===== config.mk =====
export PLATFORM = sky130hd
export DESIGN_NAME = uart_rx_frame_parser_flat
export DESIGN_NICKNAME = d
export VERILOG_FILES = /design/src/rtl/uart_rx_frame_parser_if.sv /design/src/rtl/uart_rx_frame_parser.sv /design/src/flat_wrapper.sv
export SDC_FILE = /design/constraint.sdc
export NUM_CORES = 1
export LEC_CHECK = 0
export CORE_UTILIZATION = 48
export CTS_BUF_LIST = sky130_fd_sc_hd__clkbuf_2
export CTS_CLUSTER_SIZE = 24
export DETAILED_ROUTE_END_ITERATION = 10
export PLACE_DENSITY = 0.66
export SETUP_SLACK_MARGIN = 0.05
export SYNTH_ARGS = -nofsm -noshare
export SYNTH_HDL_FRONTEND = slang
export SYNTH_SLANG_ARGS = --single-unit

===== constraint.sdc =====
create_clock -name i_clk -period 3 [get_ports i_clk]
set_input_delay 0.9 -clock i_clk [delete_from_list [all_inputs] [get_ports i_clk]]
set_output_delay 0.9 -clock i_clk [all_outputs]
set_load 0.01 [all_outputs]

===== src/rtl/uart_rx_frame_parser_if.sv =====
// Byte stream from the UART receiver, receive gating, and the held-frame status/read port toward the consumer.
interface uart_rx_frame_parser_if;
   logic [7:0] rx_data;
   logic       rx_done_sig;
   logic       rx_en_sig;
   logic       frame_valid;
   logic [7:0] frame_len;
   logic [7:0] rd_addr;
   logic [7:0] rd_data;
   logic       frame_ack;
   logic       err_len;
   logic       err_chk;
   logic       err_timeout;

   modport master (
      output rx_data, rx_done_sig, rd_addr, frame_ack,
      input  rx_en_sig, frame_valid, frame_len, rd_data, err_len, err_chk, err_timeout
   );

   modport slave (
      input  rx_data, rx_done_sig, rd_addr, frame_ack,
      output rx_en_sig, frame_valid, frame_len, rd_data, err_len, err_chk, err_timeout
   );
endinterface


===== src/rtl/uart_rx_frame_parser.sv =====
// Length-prefixed, XOR-checked frame parser; all outputs registered, frame_valid one cycle after the CHK byte.
// A good frame is held with rx_en_sig low until frame_ack; malformed or stalled frames give one-cycle error pulses.
module uart_rx_frame_parser #(
   parameter int         MAX_LEN = 16,
   parameter logic [7:0] HEADER  = 8'hAA,
   parameter int         TIMEOUT = 50000
) (
   input logic                   i_clk,
   input logic                   i_rst,
   uart_rx_frame_parser_if.slave bus
);
   localparam int             AW       = (MAX_LEN > 1) ? $clog2(MAX_LEN) : 1;
   localparam int             DEPTH    = 1 << AW;
   localparam int             GW       = $clog2(TIMEOUT + 1);
   localparam logic [GW-1:0]  GAP_LAST = GW'(TIMEOUT - 1);
   localparam logic [7:0]     MAX_LEN8 = 8'(MAX_LEN);

   localparam logic [2:0] ST_IDLE    = 3'd0;
   localparam logic [2:0] ST_LEN     = 3'd1;
   localparam logic [2:0] ST_PAYLOAD = 3'd2;
   localparam logic [2:0] ST_CHK     = 3'd3;
   localparam logic [2:0] ST_HOLD    = 3'd4;

   logic [2:0]    r_state;
   logic [2:0]    w_state_nxt;
   logic [7:0]    r_len;
   logic [7:0]    r_idx;
   logic [7:0]    r_xor;
   logic [GW-1:0] r_gap;
   logic [7:0]    r_buf [DEPTH];

   logic          r_frame_valid;
   logic [7:0]    r_frame_len;
   logic [7:0]    r_rd_data;
   logic          r_rx_en;
   logic          r_err_len;
   logic          r_err_chk;
   logic          r_err_timeout;

   logic          w_in_frame;
   logic          w_gap_exp;
   logic          w_len_ok;
   logic          w_chk_ok;
   logic          w_last_pay;
   logic          w_pay_wr;

   always_comb begin
      w_in_frame = (r_state == ST_LEN) || (r_state == ST_PAYLOAD) || (r_state == ST_CHK);
      // A byte landing on the expiry cycle wins over the timeout.
      w_gap_exp  = w_in_frame && !bus.rx_done_sig && (r_gap == GAP_LAST);
      w_len_ok   = (bus.rx_data != 8'h00) && (bus.rx_data <= MAX_LEN8);
      w_chk_ok   = (bus.rx_data == r_xor);
      w_last_pay = (r_idx == (r_len - 8'd1));
      w_pay_wr   = (r_state == ST_PAYLOAD) && bus.rx_done_sig;
   end

   always_comb begin
      w_state_nxt = r_state;
      case (r_state)
         ST_IDLE: begin
            if (bus.rx_done_sig && (bus.rx_data == HEADER))
               w_state_nxt = ST_LEN;
         end
         ST_LEN: begin
            if (bus.rx_done_sig)
               w_state_nxt = w_len_ok ? ST_PAYLOAD : ST_IDLE;
            else if (w_gap_exp)
               w_state_nxt = ST_IDLE;
         end
         ST_PAYLOAD: begin
            if (bus.rx_done_sig) begin
               if (w_last_pay)
                  w_state_nxt = ST_CHK;
            end else if (w_gap_exp) begin
               w_state_nxt = ST_IDLE;
            end
         end
         ST_CHK: begin
            if (bus.rx_done_sig)
               w_state_nxt = w_chk_ok ? ST_HOLD : ST_IDLE;
            else if (w_gap_exp)
               w_state_nxt = ST_IDLE;
         end
         ST_HOLD: begin
            if (bus.frame_ack)
               w_state_nxt = ST_IDLE;
         end
         default: w_state_nxt = ST_IDLE;
      endcase
   end

   always_ff @(posedge i_clk) begin
      if (i_rst) begin
         r_state       <= ST_IDLE;
         r_len         <= 8'h00;
         r_idx         <= 8'h00;
         r_xor         <= 8'h00;
         r_gap         <= '0;
         r_frame_valid <= 1'b0;
         r_frame_len   <= 8'h00;
         r_rd_data     <= 8'h00;
         r_rx_en       <= 1'b0;
         r_err_len     <= 1'b0;
         r_err_chk     <= 1'b0;
         r_err_timeout <= 1'b0;
      end else begin
         r_state       <= w_state_nxt;
         r_rx_en       <= (w_state_nxt != ST_HOLD);
         r_err_len     <= (r_state == ST_LEN) && bus.rx_done_sig && !w_len_ok;
         r_err_chk     <= (r_state == ST_CHK) && bus.rx_done_sig && !w_chk_ok;
         r_err_timeout <= w_gap_exp;

         if (w_in_frame && !bus.rx_done_sig)
            r_gap <= r_gap + GW'(1);
         else
            r_gap <= '0;

         if ((r_state == ST_LEN) && bus.rx_done_sig && w_len_ok) begin
            r_len <= bus.rx_data;
            r_xor <= bus.rx_data;
            r_idx <= 8'h00;
         end

         if (w_pay_wr) begin
            r_xor <= r_xor ^ bus.rx_data;
            r_idx <= r_idx + 8'd1;
         end

         if ((r_state == ST_CHK) && bus.rx_done_sig && w_chk_ok) begin
            r_frame_len   <= r_len;
            r_frame_valid <= 1'b1;
         end

         if ((r_state == ST_HOLD) && bus.frame_ack)
            r_frame_valid <= 1'b0;

         if (bus.rd_addr < MAX_LEN8)
            r_rd_data <= r_buf[bus.rd_addr[AW-1:0]];
         else
            r_rd_data <= 8'h00;
      end
   end

   // Payload storage is deliberately left out of reset.
   always_ff @(posedge i_clk) begin
      if (!i_rst && w_pay_wr)
         r_buf[r_idx[AW-1:0]] <= bus.rx_data;
   end

   assign bus.rx_en_sig   = r_rx_en;
   assign bus.frame_valid = r_frame_valid;
   assign bus.frame_len   = r_frame_len;
   assign bus.rd_data     = r_rd_data;
   assign bus.err_len     = r_err_len;
   assign bus.err_chk     = r_err_chk;
   assign bus.err_timeout = r_err_timeout;
endmodule


===== src/flat_wrapper.sv =====
// flat-port wrapper written by rule: the top's interface ports become plain ports
module uart_rx_frame_parser_flat 
#(
   parameter int         MAX_LEN = 16,
   parameter logic [7:0] HEADER  = 8'hAA,
   parameter int         TIMEOUT = 50000
)
  (i_clk, i_rst, bus_rx_data, bus_rx_done_sig, bus_rd_addr, bus_frame_ack, bus_rx_en_sig, bus_frame_valid, bus_frame_len, bus_rd_data, bus_err_len, bus_err_chk, bus_err_timeout);
  uart_rx_frame_parser_if bus_i ();
  input logic i_clk;
  input logic i_rst;
  input wire logic [$bits(bus_i.rx_data)-1:0] bus_rx_data;
  input wire logic [$bits(bus_i.rx_done_sig)-1:0] bus_rx_done_sig;
  input wire logic [$bits(bus_i.rd_addr)-1:0] bus_rd_addr;
  input wire logic [$bits(bus_i.frame_ack)-1:0] bus_frame_ack;
  output wire logic [$bits(bus_i.rx_en_sig)-1:0] bus_rx_en_sig;
  output wire logic [$bits(bus_i.frame_valid)-1:0] bus_frame_valid;
  output wire logic [$bits(bus_i.frame_len)-1:0] bus_frame_len;
  output wire logic [$bits(bus_i.rd_data)-1:0] bus_rd_data;
  output wire logic [$bits(bus_i.err_len)-1:0] bus_err_len;
  output wire logic [$bits(bus_i.err_chk)-1:0] bus_err_chk;
  output wire logic [$bits(bus_i.err_timeout)-1:0] bus_err_timeout;
  assign bus_i.rx_data = bus_rx_data;
  assign bus_i.rx_done_sig = bus_rx_done_sig;
  assign bus_i.rd_addr = bus_rd_addr;
  assign bus_i.frame_ack = bus_frame_ack;
  assign bus_rx_en_sig = bus_i.rx_en_sig;
  assign bus_frame_valid = bus_i.frame_valid;
  assign bus_frame_len = bus_i.frame_len;
  assign bus_rd_data = bus_i.rd_data;
  assign bus_err_len = bus_i.err_len;
  assign bus_err_chk = bus_i.err_chk;
  assign bus_err_timeout = bus_i.err_timeout;
  uart_rx_frame_parser #(.MAX_LEN(MAX_LEN), .HEADER(HEADER), .TIMEOUT(TIMEOUT)) u_core (.i_clk(i_clk), .i_rst(i_rst), .bus(bus_i));
endmodule

==> impl_metrics.toml <==
[routing]
drt_iter0_markers = 264
wire_per_inst_um = 19.31
drc = 0
vias_per_cell = 5.569
routed_wl_mm = 16.61
drtPass1Iterations = 5
drt.antenna.violating_nets = 0
vias = 4789

[sta]
max-slew-margin-rel = 0.5594
period_share = 0.8696
finalCriticalPeriod_ns = 2.609
fin_ws_ns = 0.3912
finalMaxSlewViolations = 0
worst-slew-pin-transition_ns = 0.6609
whs_ns = 0.4591
setup_viol = 0
hold_violations = 0
fin_skew_ns = 0.03308
final.setup.tns_ns = 0
rsz0062_at_grt = "false"
fmax_ghz = 0.3833

[layout]
drive_above_1_share = 0.1991
nets = 656
areaGrowthSynthToFinish_pct = 15.19
design_area_um2 = 9107
layout_commonest_cell = "edfxtp_1"
final_cell_mix = "128 x edfxtp_1, 72 x nor2_1, 64 x dfxtp_1, 45 x buf_4, 38 x clkdlybuf4s50_1"
postLayoutCoreUtil = 0.5692
instances_no_fill = 860

[setup_path]
endpoint_kind = "output port"
crit_path_start_kind = "register"
cp.required_ns = 2.10
path_cells = "clkdlybuf4s50_1"
cp.arrival_ns = 1.71
cpLargestDelayFamily = "buffers and inverters"
crit_slowest_cell = "clkdlybuf4s50_1"
crit_type = "register to output port"
critPathBufInv = 1
path_max_fanout = 2
regToRegSetupSlack_ns = 1.02
cp_slowest_stage_delay_ns = 0.55

[synth]
synth_seq_cells = 192
synth_cell_type_count = 54
synth-edff-count = 128
ys_seq_area_frac = 0.6482
syn_area_um2 = 7906
netlist_instances = 554
synth_ff_type = "edfxtp_1"
syn_area_per_cell_um2 = 14.27
synth_nets = 580
ys_warn_count = 0
synth_top_cell_area_share = 0.4862
synth.top_cells.by_area = "edfxtp_1 49%, dfxtp_1 16%, mux4_2 9.1%, nor2_1 3.4%, mux2i_1 2.9%"
async_reset_ff_frac = 0
yosys.area.top_type = "edfxtp_1"

[clock_tree]
cts.sinks = 192
numCtsBuffers = 17
htree_levels = 4
cts_tree = "done"
cts_resized = 0
cts_setup_buffers = 0
clkTransAtPathRegs_ns = 0.26
cts-root-buf = "clkbuf_2"
holdBufCountCts = 0
clk_path_buf_depth = 2
clk_latency_ns = 0.76

[place]
placed_cells = 827
io_buffers = 40
gp_congestion = 0.8126
dpl_worst_slack_ns = 0.06117
placed_area_um2 = 8805
hpwl_mm = 11.35

[grt]
grt_max_degree = 31
antenna_found_initial = 1
overflow = 0
grt_pass1_wl_mm = 25.80
track_usage = 0.2109
grt_pass1_vias = 4704

[outcome]
outcome = "complete, no violations"

[power]
power.total_mw = 4.529
p_seq_frac = 0.623
internal-power_mw = 3.563
switching_power_mw = 0.9655
peakVddDrop_v = 0.0002660
p_comb_frac = 0.050
p_leak_nw = 3.021
p_per_area_nw_per_um2 = 497.2
power_frac_clock = 0.327
switching_share = 0.2132

[die]
pin_count = 41
rows = 46
die-area_um2 = 16990
start_util = 0.4941
die_h_um = 130.3
core_region_area_um2 = 16000
fp.dieW_um = 130.3

[min_path]
hp-class = "register to register"

[flow_run]
max-cap-violations = 0
==> synthesized netlist by cell type, types with 2 or more instances <==
library cell,number
edfxtp_1,128
nor2_1,72
dfxtp_1,64
mux4_2,32
mux2i_1,23
nand2_1,19
xnor2_1,18
a211oi_1,16
clkbuf_1,16
o21ai_0,14
xor2_1,14
a21oi_1,13
nor2b_1,12
nand3_1,11
nor3_1,10
buf_2,8
a31oi_1,6
ha_1,6
inv_1,6
nand4_1,6
nand2b_1,5
and3_1,4
or3_1,4
a311oi_1,3
and2_1,3
buf_4,3
buf_6,3
nor4_1,3
nor4b_1,3
a311oi_2,2
nand3b_1,2
nor3_2,2
nor3b_1,2
==> registers in the layout (all words and copies together) (netlist names), 3 cells and up <==
signal and count:
u_core.r_buf 128, u_core.r_idx 8, u_core.r_xor 8, u_core.r_gap 16, u_core.bus.frame_len 8, u_core.r_len 8
u_core.bus.rd_data 8, u_core.r_state 3
==> worst paths after layout <==
kind	start	end	depth (start not counted)
setup / recovery	u_core.bus.frame_valid$_SDFFE_PP0P_	bus_frame_valid	1
setup reg to reg	u_core.r_state[2]$_SDFF_PP0_	u_core.r_buf[6][3]$_DFFE_PP_	7
hold reg to reg	u_core.r_gap[0]$_SDFF_PP0_	u_core.r_gap[0]$_SDFF_PP0_	1
hold / removal	u_core.r_gap[0]$_SDFF_PP0_	u_core.r_gap[0]$_SDFF_PP0_	1
==> final cells by class <==
class / instances / area, um^2
Clock inverter: 14 / 210.2
Sequential cell: 192 / 5125
Timing Repair Buffer: 88 / 788.3
Multi-Input combinational cell: 325 / 2599
Inverter: 6 / 22.52
Fill cell: 1337 / 6893
Tap cell: 216 / 270.3
Antenna cell: 1 / 2.502
Clock buffer: 18 / 90.09
==> cells by family after synthesis <==
family	count (synthesis)	synth area share
compound gates	64	0.05444
xor+xnor	32	0.03545
fa+ha+maj	6	0.009495
buf+inv	37	0.02310
flops	192	0.6482
mux	56	0.1217
simple gates	167	0.1076
==> metal layers <==
metal  track usage  wire length [um]
met5             0                 0
met4       0.07708               290
met3       0.04346               668
met2        0.3673              8566
met1        0.2600              7081
==> power groups by stage <==
stage	Combinational, mW	Clock, mW	Sequential (mW)
2_1_floorplan	0.111	0	2.88
3_3_place_gp	0.226	0	2.88
3_5_place_dp	0.229	0	2.88
4_1_cts	0.230	1.52	2.82
5_1_grt	0.244	1.60	2.82
6_report	0.226	1.48	2.82
Note: power is estimated with default switching activity, not from simulation.
